--- src/rtl/exception_ctrl_if.sv ---
// Bundle of the MEM-stage exception inputs and the CP0 exception report
// outputs. The slave modport is the exception controller's view; the master
// modport is the view of whoever drives the pipeline side and consumes the
// report.
interface exception_ctrl_if;
  logic        stall_i;
  logic        valid_i;
  logic [31:0] pc_i;
  logic        in_delayslot_i;
  logic        fetch_adel_i;
  logic        ri_i;
  logic        ov_i;
  logic        syscall_i;
  logic        break_i;
  logic        load_adel_i;
  logic        store_ades_i;
  logic        eret_i;
  logic [31:0] mem_addr_i;
  logic [31:0] cp0_status_i;
  logic [31:0] cp0_cause_i;
  logic [31:0] cp0_epc_i;
  logic [31:0] excepttype_o;
  logic [31:0] current_inst_addr_o;
  logic        is_in_delayslot_o;
  logic [31:0] bad_addr_o;
  logic        flush_o;
  logic [31:0] newpc_o;

  modport slave (
    input  stall_i, valid_i, pc_i, in_delayslot_i,
    input  fetch_adel_i, ri_i, ov_i, syscall_i, break_i,
    input  load_adel_i, store_ades_i, eret_i, mem_addr_i,
    input  cp0_status_i, cp0_cause_i, cp0_epc_i,
    output excepttype_o, current_inst_addr_o, is_in_delayslot_o,
    output bad_addr_o, flush_o, newpc_o
  );

  modport master (
    output stall_i, valid_i, pc_i, in_delayslot_i,
    output fetch_adel_i, ri_i, ov_i, syscall_i, break_i,
    output load_adel_i, store_ades_i, eret_i, mem_addr_i,
    output cp0_status_i, cp0_cause_i, cp0_epc_i,
    input  excepttype_o, current_inst_addr_o, is_in_delayslot_o,
    input  bad_addr_o, flush_o, newpc_o
  );
endinterface

--- src/rtl/exception_ctrl.sv ---
// MEM-stage exception detector/reporter. Picks the highest-priority event,
// presents it to CP0 as a one-shot, stall-stable report together with the
// pipeline flush and redirect PC, then sits out one shadow cycle so a second
// exception cannot be reported before Status.EXL is visible.
module exception_ctrl #(
  parameter logic [31:0] EXC_VECTOR = 32'hBFC00380
) (
  input logic            clk,
  input logic            rst,
  exception_ctrl_if.slave exc
);

  typedef enum logic [1:0] {
    ST_IDLE   = 2'd0,
    ST_REPORT = 2'd1,
    ST_SHADOW = 2'd2
  } state_t;

  state_t      r_state;
  state_t      w_state_nxt;

  logic [4:0]  r_code;
  logic [31:0] r_inst_addr;
  logic        r_delayslot;
  logic [31:0] r_bad_addr;
  logic        r_flush;
  logic [31:0] r_newpc;

  logic [4:0]  w_code_nxt;
  logic [31:0] w_inst_addr_nxt;
  logic        w_delayslot_nxt;
  logic [31:0] w_bad_addr_nxt;
  logic        w_flush_nxt;
  logic [31:0] w_newpc_nxt;

  logic        w_int_pending;
  logic [4:0]  w_code;
  logic [31:0] w_bad;
  logic        w_is_eret;
  logic        w_detect;
  logic        w_unused;

  // Interrupt needs an enabled pending line, IE=1 and EXL=0.
  assign w_int_pending = (|(exc.cp0_cause_i[15:8] & exc.cp0_status_i[15:8]))
                         & exc.cp0_status_i[0] & ~exc.cp0_status_i[1];

  // Bits of the CP0 words this block never looks at.
  assign w_unused = &{1'b0, exc.cp0_status_i[31:16], exc.cp0_status_i[7:2],
                      exc.cp0_cause_i[31:16], exc.cp0_cause_i[7:0]};

  // Fixed-priority selection of the single event to report.
  always_comb begin
    w_code    = 5'd0;
    w_bad     = 32'd0;
    w_is_eret = 1'b0;
    if (w_int_pending) begin
      w_code = 5'h01;
    end else if (exc.fetch_adel_i) begin
      w_code = 5'h04;
      w_bad  = exc.pc_i;
    end else if (exc.ri_i) begin
      w_code = 5'h0A;
    end else if (exc.ov_i) begin
      w_code = 5'h0C;
    end else if (exc.syscall_i) begin
      w_code = 5'h08;
    end else if (exc.break_i) begin
      w_code = 5'h09;
    end else if (exc.load_adel_i) begin
      w_code = 5'h04;
      w_bad  = exc.mem_addr_i;
    end else if (exc.store_ades_i) begin
      w_code = 5'h05;
      w_bad  = exc.mem_addr_i;
    end else if (exc.eret_i) begin
      w_code    = 5'h0E;
      w_is_eret = 1'b1;
    end else begin
      w_code = 5'd0;
    end
  end

  // Only a real instruction can carry an event (interrupts too, so EPC is valid).
  assign w_detect = exc.valid_i & (w_code != 5'd0);

  // Next-state and next-output logic; a stall freezes everything.
  always_comb begin
    w_state_nxt     = r_state;
    w_code_nxt      = r_code;
    w_inst_addr_nxt = r_inst_addr;
    w_delayslot_nxt = r_delayslot;
    w_bad_addr_nxt  = r_bad_addr;
    w_flush_nxt     = r_flush;
    w_newpc_nxt     = r_newpc;
    if (exc.stall_i) begin
      w_state_nxt = r_state;
    end else begin
      w_code_nxt      = 5'd0;
      w_inst_addr_nxt = 32'd0;
      w_delayslot_nxt = 1'b0;
      w_bad_addr_nxt  = 32'd0;
      w_flush_nxt     = 1'b0;
      w_newpc_nxt     = 32'd0;
      case (r_state)
        ST_IDLE: begin
          if (w_detect) begin
            w_state_nxt     = ST_REPORT;
            w_code_nxt      = w_code;
            w_inst_addr_nxt = exc.pc_i;
            w_delayslot_nxt = exc.in_delayslot_i;
            w_bad_addr_nxt  = w_bad;
            w_flush_nxt     = 1'b1;
            w_newpc_nxt     = w_is_eret ? exc.cp0_epc_i : EXC_VECTOR;
          end else begin
            w_state_nxt = ST_IDLE;
          end
        end
        ST_REPORT: w_state_nxt = ST_SHADOW;
        ST_SHADOW: w_state_nxt = ST_IDLE;
        default:   w_state_nxt = ST_IDLE;
      endcase
    end
  end

  // State and report registers; reset wins over stall.
  always_ff @(posedge clk) begin
    if (!rst) begin
      r_state     <= ST_IDLE;
      r_code      <= 5'd0;
      r_inst_addr <= 32'd0;
      r_delayslot <= 1'b0;
      r_bad_addr  <= 32'd0;
      r_flush     <= 1'b0;
      r_newpc     <= 32'd0;
    end else begin
      r_state     <= w_state_nxt;
      r_code      <= w_code_nxt;
      r_inst_addr <= w_inst_addr_nxt;
      r_delayslot <= w_delayslot_nxt;
      r_bad_addr  <= w_bad_addr_nxt;
      r_flush     <= w_flush_nxt;
      r_newpc     <= w_newpc_nxt;
    end
  end

  assign exc.excepttype_o        = {27'd0, r_code};
  assign exc.current_inst_addr_o = r_inst_addr;
  assign exc.is_in_delayslot_o   = r_delayslot;
  assign exc.bad_addr_o          = r_bad_addr;
  assign exc.flush_o             = r_flush;
  assign exc.newpc_o             = r_newpc;

endmodule

--- src/flat_wrapper.sv ---
// flat-port wrapper written by rule: the top's interface ports become plain ports
module exception_ctrl_flat 
#(
  parameter logic [31:0] EXC_VECTOR = 32'hBFC00380
)
  (clk, rst, exc_stall_i, exc_valid_i, exc_pc_i, exc_in_delayslot_i, exc_fetch_adel_i, exc_ri_i, exc_ov_i, exc_syscall_i, exc_break_i, exc_load_adel_i, exc_store_ades_i, exc_eret_i, exc_mem_addr_i, exc_cp0_status_i, exc_cp0_cause_i, exc_cp0_epc_i, exc_excepttype_o, exc_current_inst_addr_o, exc_is_in_delayslot_o, exc_bad_addr_o, exc_flush_o, exc_newpc_o);
  exception_ctrl_if exc_i ();
  input logic clk;
  input logic rst;
  input wire logic [$bits(exc_i.stall_i)-1:0] exc_stall_i;
  input wire logic [$bits(exc_i.valid_i)-1:0] exc_valid_i;
  input wire logic [$bits(exc_i.pc_i)-1:0] exc_pc_i;
  input wire logic [$bits(exc_i.in_delayslot_i)-1:0] exc_in_delayslot_i;
  input wire logic [$bits(exc_i.fetch_adel_i)-1:0] exc_fetch_adel_i;
  input wire logic [$bits(exc_i.ri_i)-1:0] exc_ri_i;
  input wire logic [$bits(exc_i.ov_i)-1:0] exc_ov_i;
  input wire logic [$bits(exc_i.syscall_i)-1:0] exc_syscall_i;
  input wire logic [$bits(exc_i.break_i)-1:0] exc_break_i;
  input wire logic [$bits(exc_i.load_adel_i)-1:0] exc_load_adel_i;
  input wire logic [$bits(exc_i.store_ades_i)-1:0] exc_store_ades_i;
  input wire logic [$bits(exc_i.eret_i)-1:0] exc_eret_i;
  input wire logic [$bits(exc_i.mem_addr_i)-1:0] exc_mem_addr_i;
  input wire logic [$bits(exc_i.cp0_status_i)-1:0] exc_cp0_status_i;
  input wire logic [$bits(exc_i.cp0_cause_i)-1:0] exc_cp0_cause_i;
  input wire logic [$bits(exc_i.cp0_epc_i)-1:0] exc_cp0_epc_i;
  output wire logic [$bits(exc_i.excepttype_o)-1:0] exc_excepttype_o;
  output wire logic [$bits(exc_i.current_inst_addr_o)-1:0] exc_current_inst_addr_o;
  output wire logic [$bits(exc_i.is_in_delayslot_o)-1:0] exc_is_in_delayslot_o;
  output wire logic [$bits(exc_i.bad_addr_o)-1:0] exc_bad_addr_o;
  output wire logic [$bits(exc_i.flush_o)-1:0] exc_flush_o;
  output wire logic [$bits(exc_i.newpc_o)-1:0] exc_newpc_o;
  assign exc_i.stall_i = exc_stall_i;
  assign exc_i.valid_i = exc_valid_i;
  assign exc_i.pc_i = exc_pc_i;
  assign exc_i.in_delayslot_i = exc_in_delayslot_i;
  assign exc_i.fetch_adel_i = exc_fetch_adel_i;
  assign exc_i.ri_i = exc_ri_i;
  assign exc_i.ov_i = exc_ov_i;
  assign exc_i.syscall_i = exc_syscall_i;
  assign exc_i.break_i = exc_break_i;
  assign exc_i.load_adel_i = exc_load_adel_i;
  assign exc_i.store_ades_i = exc_store_ades_i;
  assign exc_i.eret_i = exc_eret_i;
  assign exc_i.mem_addr_i = exc_mem_addr_i;
  assign exc_i.cp0_status_i = exc_cp0_status_i;
  assign exc_i.cp0_cause_i = exc_cp0_cause_i;
  assign exc_i.cp0_epc_i = exc_cp0_epc_i;
  assign exc_excepttype_o = exc_i.excepttype_o;
  assign exc_current_inst_addr_o = exc_i.current_inst_addr_o;
  assign exc_is_in_delayslot_o = exc_i.is_in_delayslot_o;
  assign exc_bad_addr_o = exc_i.bad_addr_o;
  assign exc_flush_o = exc_i.flush_o;
  assign exc_newpc_o = exc_i.newpc_o;
  exception_ctrl #(.EXC_VECTOR(EXC_VECTOR)) u_core (.clk(clk), .rst(rst), .exc(exc_i));
endmodule
--- config.mk ---
export PLATFORM = sky130hd
export DESIGN_NAME = exception_ctrl_flat
export DESIGN_NICKNAME = d
export VERILOG_FILES = /design/src/rtl/exception_ctrl_if.sv /design/src/rtl/exception_ctrl.sv /design/src/flat_wrapper.sv
export SDC_FILE = /design/constraint.sdc
export NUM_CORES = 1
export LEC_CHECK = 0
export CAP_MARGIN = 20
export CORE_MARGIN = 2
export CORE_UTILIZATION = 30
export DETAILED_ROUTE_END_ITERATION = 7
export DONT_BUFFER_PORTS = 1
export PLACE_DENSITY_LB_ADDON = 0.1
export REMOVE_ABC_BUFFERS = 1
export SETUP_SLACK_MARGIN = 0.3
export SYNTH_ARGS = -nofsm -noshare
export SYNTH_HDL_FRONTEND = slang
export SYNTH_SLANG_ARGS = --single-unit
--- constraint.sdc ---
create_clock -name clk -period 3.12 [get_ports clk]
set_input_delay 0.312 -clock clk [delete_from_list [all_inputs] [get_ports clk]]
set_output_delay 0.312 -clock clk [all_outputs]
set_load 0.01 [all_outputs]
== Yosys cells after proc, flatten, opt, wreduce, memory -nomap -nowiden ==
Cells that the tools add are included.
Storage, ports and cells
  output and inout bits: 130
  logic and storage cells: 57
  input port bits: 173
  flip-flop bits (word level): 105
Operators by class
  bitwise gates (word level): 5
  equality and inequality tests: 1
  mux-type cells: 41
  reductions and logical operators: 3
Operators by type and width (number)
  32-bit two-way mux: 15
  5-bit two-way mux: 10
  1-bit two-way mux: 14
  8-bit AND: 1
  8-bit OR reduction: 1
  5-bit nonzero test: 1
  4-bit two-way mux: 1
  2-bit case mux with 2 select lines: 1
  1-bit AND: 3
  2-bit by 1-bit == test with 1-bit output (second input constant): 1
  2-bit zero test: 1
  1-bit NOT: 1

== Longest topological paths before layout ==
Gate-level depths: netlist of run 1.
  word-level depth: 13
  gate-level depth with buffers: 7
  depth with buffers taken out: 4

== Worst setup path after synthesis of run 1 ==
Ideal clock, no wire load.
  path kind: input to register
  start: input exc_load_adel_i
  end: register u_core.r_inst_addr[3] (netlist: u_core.exc.current_inst_addr_o[3])
  arrival: 1.860 ns
  buffers on the path: 1
  required time: 3.003 ns
  stages: 5
  setup time: 0.117 ns
  setup slack: 1.143 ns
  path through: or3_1 > a221o_1 > o41a_4 > buf_6 > a22o_1
Between the ends
  word-level cells in the longest chain between the ends: 11
RTL lines
  start, declared: RTL line flat_wrapper.sv:19  | input wire logic [$bits(exc_i.load_adel_i)-1:0] exc_load_adel_i;
  5-bit two-way mux: RTL line exception_ctrl.sv:69  | end else if (exc.load_adel_i) begin
  5-bit two-way mux: RTL line exception_ctrl.sv:67  | end else if (exc.break_i) begin
  5-bit two-way mux: RTL line exception_ctrl.sv:65  | end else if (exc.syscall_i) begin
  5-bit two-way mux: RTL line exception_ctrl.sv:63  | end else if (exc.ov_i) begin
  5-bit two-way mux: RTL line exception_ctrl.sv:61  | end else if (exc.ri_i) begin
  5-bit two-way mux: RTL line exception_ctrl.sv:58  | end else if (exc.fetch_adel_i) begin
  5-bit two-way mux: RTL line exception_ctrl.sv:56  | if (w_int_pending) begin
  5-bit nonzero test: RTL line exception_ctrl.sv:84  | assign w_detect = exc.valid_i & (w_code != 5'd0);
  1-bit AND: RTL line exception_ctrl.sv:84
  32-bit two-way mux: RTL line exception_ctrl.sv:106  | if (w_detect) begin
  32-bit two-way mux: RTL line exception_ctrl.sv:104  | case (r_state)
  end signal, assigned: RTL line exception_ctrl.sv:138  | r_inst_addr <= w_inst_addr_nxt;
  end, declared: RTL line exception_ctrl.sv:23  | logic [31:0] r_inst_addr;
Every way passes these cells.
A chain may end at the register's enable or synchronous reset.

== Final worst setup path of run 1 ==
  start: register u_core.r_state[0]
  end: register u_core.r_bad_addr[16] (netlist: u_core.exc.bad_addr_o[16])
Between the ends
  word-level cells in the longest chain between the ends: 2
RTL lines
  start, declared: RTL line exception_ctrl.sv:19  | state_t r_state;
  start signal, assigned: RTL line exception_ctrl.sv:136  | r_state <= w_state_nxt;
  2-bit zero test: RTL line exception_ctrl.sv:104
  32-bit two-way mux: RTL line exception_ctrl.sv:104
  end signal, assigned: RTL line exception_ctrl.sv:140  | r_bad_addr <= w_bad_addr_nxt;
  end, declared: RTL line exception_ctrl.sv:25  | logic [31:0] r_bad_addr;
Every way passes these cells.

==> run metrics, run 1 <==
end of the critical path u_core.exc.bad_addr_o[16]$_SDFFE_PN0N_; met1 GRT Util 0.1712; WL/cell roughly 19 µm; total gr overflow 0; GR Util met2 0.2382; CTS tree yes; Worst Path Required around 3.4 ns; CP startpoint kind flop; Worst path depth 5; simple-gate area share of the yosys netlist 0.08447; crit path DAT around 2.2 ns; Worst-path clk slew roughly 0.070 ns; slowest stage delay, CP between 0.5 and 0.6 ns; worst flop-to-flop path endpoint u_core.exc.bad_addr_o[16]$_SDFFE_PN0N_; Min-Delay Path Depth 1; Post-DRT Antenna Nets 0; syn avg cell area 9.899 µm²; met3 Resource Use GR 0.05703; Die Wd between 100 and 150 µm; final slew viol count 0; worst path cell trace nor4b_1, nand2_1, a311o_1, buf_4, o21ai_0; gp weighted congestion between 0.7 and 0.8; WS Path Type flop to flop; Final HPWL DP roughly 7400 µm; largest net degree at the start of global routing 52; Die Ht 119.9 µm; DRT Pass-1 Iters 4; I/O pins slightly above 300; total power 2.682 mW; CTS Buf Count 9; Fmax achieved 525.7 MHz; Max Clock Skew around 0.0032 ns; H-Tree Depth 3; vias in the first global route 2933; die footprint about 0.014 mm²; clock buffer depth 2; Syn Std Cell Area 0.004029 mm²; XOR/XNOR Fraction of Synth Area 0; first-pass GRT wire length about 16000 µm; grt peak-use layer met2; synth warn 0; Core Rows 42; Min-Delay Path Class input pin to flop; Syn Inst Count about 410; via count 3074; Net count, final between 500 and 600; min Tclk post-route around 1.9 ns; RSZ-0062 raised after global routing false; Setup Buffers After CTS 0; # diodes 0; Hold Vio Cnt, Final 0; max cap viols 0; gr usage total 0.1484; register area share after synthesis 0.5168; Post-Synth Adder-Cell Area 0; Reg-to-Reg Start u_core.r_state[0]$_SDFFE_PN0N_; Max FO, Critical Path 32; status completed; worst skew pair latency ~0.35 ns; vias per inst 5.422; Max-slew headroom 0.4062; DRT iter0 DRCs 151; Area Growth Syn to Fin 8.012%; final hold slack around 0.088 ns; EDFF count, synth 0; multiplexer share of the synthesized area 0; FF+latch count, synth between 100 and 150; Leakage around 1.5 nW; Fin Setup TNS 0 ns; CP top delay family simple AND/OR/NAND/NOR gates; port bufs 0; CP startpoint u_core.r_state[0]$_SDFFE_PN0N_; # hold bufs at CTS 0; CTS Sinks between 100 and 150; Initial Utilization 0.3054; period utilization 0.6097; main flop type after synthesis dfxtp_1; post-synthesis compound-gate area fraction 0.3053; post-CTS sizing 0; Reg2Reg Depth 5; core footprint between 0.01 and 0.015 mm²; Unique masters post-synth 37; Pwr Density just over 600 mW/mm²; dpl ws a little under 1 ns; DR DRC count 0; slowest cell on the critical path nor4b_1; Worst-Margin Slew 0.8790 ns; final setup margin 1.218 ns; initial antenna violation count 0; Buf+Inv Stages, Crit Path 1; share of cells above drive strength 1 0.06394; Post-synth ARST share 0; worst vdd rail ir drop approximately 0.26 mV; Setup Viol. Count Final 0; CTS Root Cell clkbuf_16; DRT Wirelength between 10000 and 15000 µm; largest family of logic cells by synthesized area compound AO/OA/AOI/OAI gates; r2r setup slk approximately 1.2 ns; nature of the critical path endpoint flop
==> cell families after synthesis <==
kind of cell    Yosys count
simple gates             75
compound gates          163
flops                   104
other cells               1
buf+inv                  64
==> cells in the final DEF, fill, tap and decap left out <==
cell,count
dfxtp_1,104
nor2b_1,2
nor2_1,3
a32o_1,20
nor3_4,1
nor4b_1,1
or3_1,4
nor3b_1,1
a22oi_1,36
buf_12,1
o21ai_1,6
inv_1,1
or4_1,2
nand2_1,53
conb_1,28
nor4_1,1
bufinv_16,1
a21oi_1,19
a221o_1,1
a41oi_1,1
clkbuf_16,9
and2_2,1
buf_4,6
clkinv_1,1
nor3_1,3
a22o_1,33
a311o_1,1
o21ai_0,28
o41ai_1,1
a221oi_1,13
clkbuf_8,2
o41ai_2,1
nor3b_2,1
or4b_1,1
a311oi_2,1
o21a_1,1
nand2b_1,1
o41a_4,1
==> per-stage QoR <==
stage | instances | utilization | area (µm²)
finish | 567 | 0.3299 | 4352
CTS | 567 | 0.3299 | 4352
detailed placement | 555 | 0.3085 | 4069
global route | 567 | 0.3299 | 4352
floorplan | 372 | - | 3765
global placement | 555 | 0.3085 | 4069
==> how the worst min path moves through the flow <==
stage | start | end
after floorplan | exc_fetch_adel_i | u_core.r_code[3]$_SDFFE_PN0N_
after global placement | exc_pc_i[5] | u_core.exc.current_inst_addr_o[5]$_SDFFE_PN0N_
after detailed placement | exc_pc_i[17] | u_core.exc.current_inst_addr_o[17]$_SDFFE_PN0N_
after CTS | exc_fetch_adel_i | u_core.r_code[3]$_SDFFE_PN0N_
after global routing | exc_pc_i[0] | u_core.exc.current_inst_addr_o[0]$_SDFFE_PN0N_
final | exc_pc_i[9] | u_core.exc.current_inst_addr_o[9]$_SDFFE_PN0N_
==> state kept, by name (all words and copies together), names as in the netlist <==
signal	cells
u_core.exc.is_in_delayslot_o	1
u_core.r_code	4
u_core.exc.newpc_o	32
u_core.exc.flush_o	1
u_core.r_state	2
u_core.exc.bad_addr_o	32
u_core.exc.current_inst_addr_o	32
==> Yosys cell counts (2+ instances only) <==
library cell / number / area, µm²
nor2b_1: 2 / 12.51
o21ai_1: 6 / 30.03
nand2_1: 53 / 198.9
clkbuf_1: 28 / 105.1
a21oi_1: 19 / 95.09
a22oi_1: 36 / 270.3
a22o_1: 33 / 289.0
buf_4: 29 / 217.7
a221oi_1: 13 / 113.9
dfxtp_1: 104 / 2082
buf_6: 3 / 33.78
or3_1: 4 / 25.02
nor3_1: 3 / 15.01
or4_1: 2 / 15.01
o21ai_0: 28 / 140.1
nor2_1: 3 / 11.26
a32o_1: 20 / 200.2
nor3b_1: 2 / 15.01
==> routing by layer <==
metal,vias to the layer above,routed length [µm]
met5,-,0
met3,16,1071
met4,0,289
met2,143,5256
li1,1435,-
met1,1480,4375
==> power by group <==
part / switching (mW) / leakage (nW) / internal [mW] / total (mW)
Sequential: 0.0475 / 0.844 / 1.37 / 1.41
Combinational: 0.0897 / 0.534 / 0.0568 / 0.146
Clock: 0.473 / 0.139 / 0.648 / 1.12
Total: 0.610 / 1.52 / 2.07 / 2.68
==> cell type report <==
type                            instances  area [µm²]
Tap cell                              176       220.2
Multi-Input combinational cell        266        1694
Clock inverter                          1       30.03
Sequential cell                       104        2082
Fill cell                            1374        8838
Clock buffer                           11       252.7
Timing Repair Buffer                    7       65.06
Inverter                                2       7.507
Note: power is estimated with default switching activity, not from simulation.
==> inputs of run 2 (changes only) <==
==> constraint.sdc (replaced) <==
create_clock -name clk -period 1.9 [get_ports clk]
set_input_delay 0.19 -clock clk [delete_from_list [all_inputs] [get_ports clk]]
set_output_delay 0.19 -clock clk [all_outputs]
set_load 0.01 [all_outputs]
==> run metrics, run 2 (same netlist as run 1, synthesis figures left out) <==
Worst-Margin Slew between 0.5 and 0.6 ns; Fin Setup TNS 0 ns; Die Ht around 120 µm; vias in the first global route between 3000 and 4000; DRT iter0 DRCs between 150 and 200; first-pass GRT wire length around 18000 µm; switching part of the total 0.2333; Buf+Inv Stages, Crit Path 0; area of the multi-input gates 0.001735 mm²; Min-Delay Path Depth 1; Max Clock Skew 0.008456 ns; worst skew pair latency between 0.3 and 0.4 ns; Max FO, Critical Path 4; Cells after DPL approximately 570; post-layout util 0.4016; FF+latch area ~0.0021 mm²; Worst Hold Launch exc_cp0_epc_i[5]; clock share of power 0.406; gr usage total 0.1586; largest net degree at the start of global routing 52; Setup Viol. Count Final 0; CTS Root Cell clkbuf_16; die footprint ~0.014 mm²; core footprint between 0.01 and 0.015 mm²; worst path cell trace or4b_4, or4_4, a21oi_2; total power 4.585 mW; Final HPWL DP approximately 7500 µm; Area Growth Syn to Fin 31.49%; slowest stage delay, CP around 0.54 ns; r2r setup slk about 0.28 ns; WS Path Type flop to flop; port bufs 0; share of cells above drive strength 1 0.1090; Hold Vio Cnt, Final 0; CP top delay family simple AND/OR/NAND/NOR gates; Reg2Reg Depth 3; Fmax achieved 616.2 MHz; I/O pins 303; clock buffer depth 2; Worst-path clk slew 0.07 ns; WL/cell 18.54 µm; crit path DAT 1.90 ns; vias per inst approximately 5.3; slowest cell on the critical path or4b_4; Leakage roughly 1.9 nW; CTS Buf Count 9; Net count, final 645; max cap viols 0; via count roughly 3400; Layout Cells excl Fill 653; dpl ws -0.04543 ns; Sequential Power Share 0.507; Pwr Density 865.5 mW/mm²; CP startpoint kind flop; Post-DRT Antenna Nets 0; Min-Delay Path Class input pin to flop; Reg-to-Reg Start u_core.r_state[0]$_SDFFE_PN0N_; Hold Path End u_core.exc.newpc_o[5]$_SDFFE_PN0N_; internal power between 3 and 4 mW; DRT Pass-1 Iters 4; Core Rows 42; Worst Path Required 2.17 ns; Die Wd about 120 µm; DRT Wirelength 12110 µm; initial antenna violation count 0; final slew viol count 0; # diodes 0; Max-slew headroom 0.6299; period utilization 0.8541; total gr overflow 0; H-Tree Depth 3; gp weighted congestion 0.7143; CTS tree yes; worst flop-to-flop path endpoint u_core.r_code[1]$_SDFFE_PN0N_; min Tclk post-route approximately 1.6 ns; status completed; worst vdd rail ir drop between 0.3 and 0.4 mV; CTS Sinks about 100; most frequent cells in the layout dfxtp_1 (103), dlygate4sd3_1 (67), nand2_1 (52); final setup margin ~0.28 ns; Initial Utilization 0.3054; RSZ-0062 raised after global routing true; DR DRC count 0; sw power between 1 and 1.5 mW; Combinational Power Share 0.087; Filler cells 1298; nature of the critical path endpoint flop; commonest non-fill, non-tap cell in the layout dfxtp_1
run 2: cell count changes in the layout (fill, tap and decap cells not counted), moves of 3 or more:
cell	delta
dlygate4sd3_1	+67
buf_4	+7
o21ai_0	-7
o21ai_1	+6
buf_12	+3
run 2: timing repair:
action,in CTS,in global routing
pin swaps,1,2
resized for setup,5,16
cloned,1,3
buffers inserted,0,1
hold endpoints to repair,70,0
endpoints found under the setup margin,86,84
hold buffers,67,0
run 2: cell type report:
class / instances / area share
Multi-Input combinational cell: 266 / 0.3276
Tap cell: 176 / 0.04157
Inverter: 2 / 0.001417
Clock buffer: 11 / 0.04582
Sequential cell: 104 / 0.3932
Timing Repair Buffer: 89 / 0.1797
Clock inverter: 5 / 0.01063
run 2: how the worst max path moves through the flow:
stage                                                            to                           start  slack (ns)  cells after the start
global route                 u_core.exc.bad_addr_o[20]$_SDFFE_PN0N_  u_core.r_state[0]$_SDFFE_PN0N_        0.22                      5
detailed placement   u_core.exc.current_inst_addr_o[0]$_SDFFE_PN0N_                 exc_load_adel_i       -0.05                      5
finish                                u_core.r_code[1]$_SDFFE_PN0N_  u_core.r_state[0]$_SDFFE_PN0N_        0.28                      3
CTS                  u_core.exc.current_inst_addr_o[4]$_SDFFE_PN0N_  u_core.r_state[0]$_SDFFE_PN0N_        0.30                      5
floorplan                       u_core.exc.newpc_o[22]$_SDFFE_PN0N_                exc_fetch_adel_i       -0.94                      4
global placement    u_core.exc.current_inst_addr_o[15]$_SDFFE_PN0N_                 exc_load_adel_i       -0.04                      5
run 2: power by group through the flow:
stage | Sequential, mW | Clock (mW) | Combinational (mW)
after floorplan | 2.36 | 0 | 0.182
after global placement | 2.37 | 0 | 0.260
after detailed placement | 2.37 | 0 | 0.265
after CTS | 2.32 | 1.95 | 0.380
after global routing | 2.33 | 2.03 | 0.438
final | 2.32 | 1.86 | 0.399
run 2: per-stage QoR:
stage / hold slack, ns / instance area, µm²
final: 0.02065 / 5298
after global routing: 0.001370 / 5298
after CTS: 0.001661 / 5195
after detailed placement: 0.3114 / 4182
after global placement: 0.3143 / 4182
after floorplan: 0.2980 / 3765
run 2: routing by layer:
metal  vias up  wire length, µm  part of all wire  GRT usage
met5         -                0                 0          0
met4         0              284             0.023    0.07574
met3        18             1118             0.092    0.04990
met2       167             5927              0.49     0.2668
met1      1653             4778              0.39     0.1827
li1       1610                -                 -          -
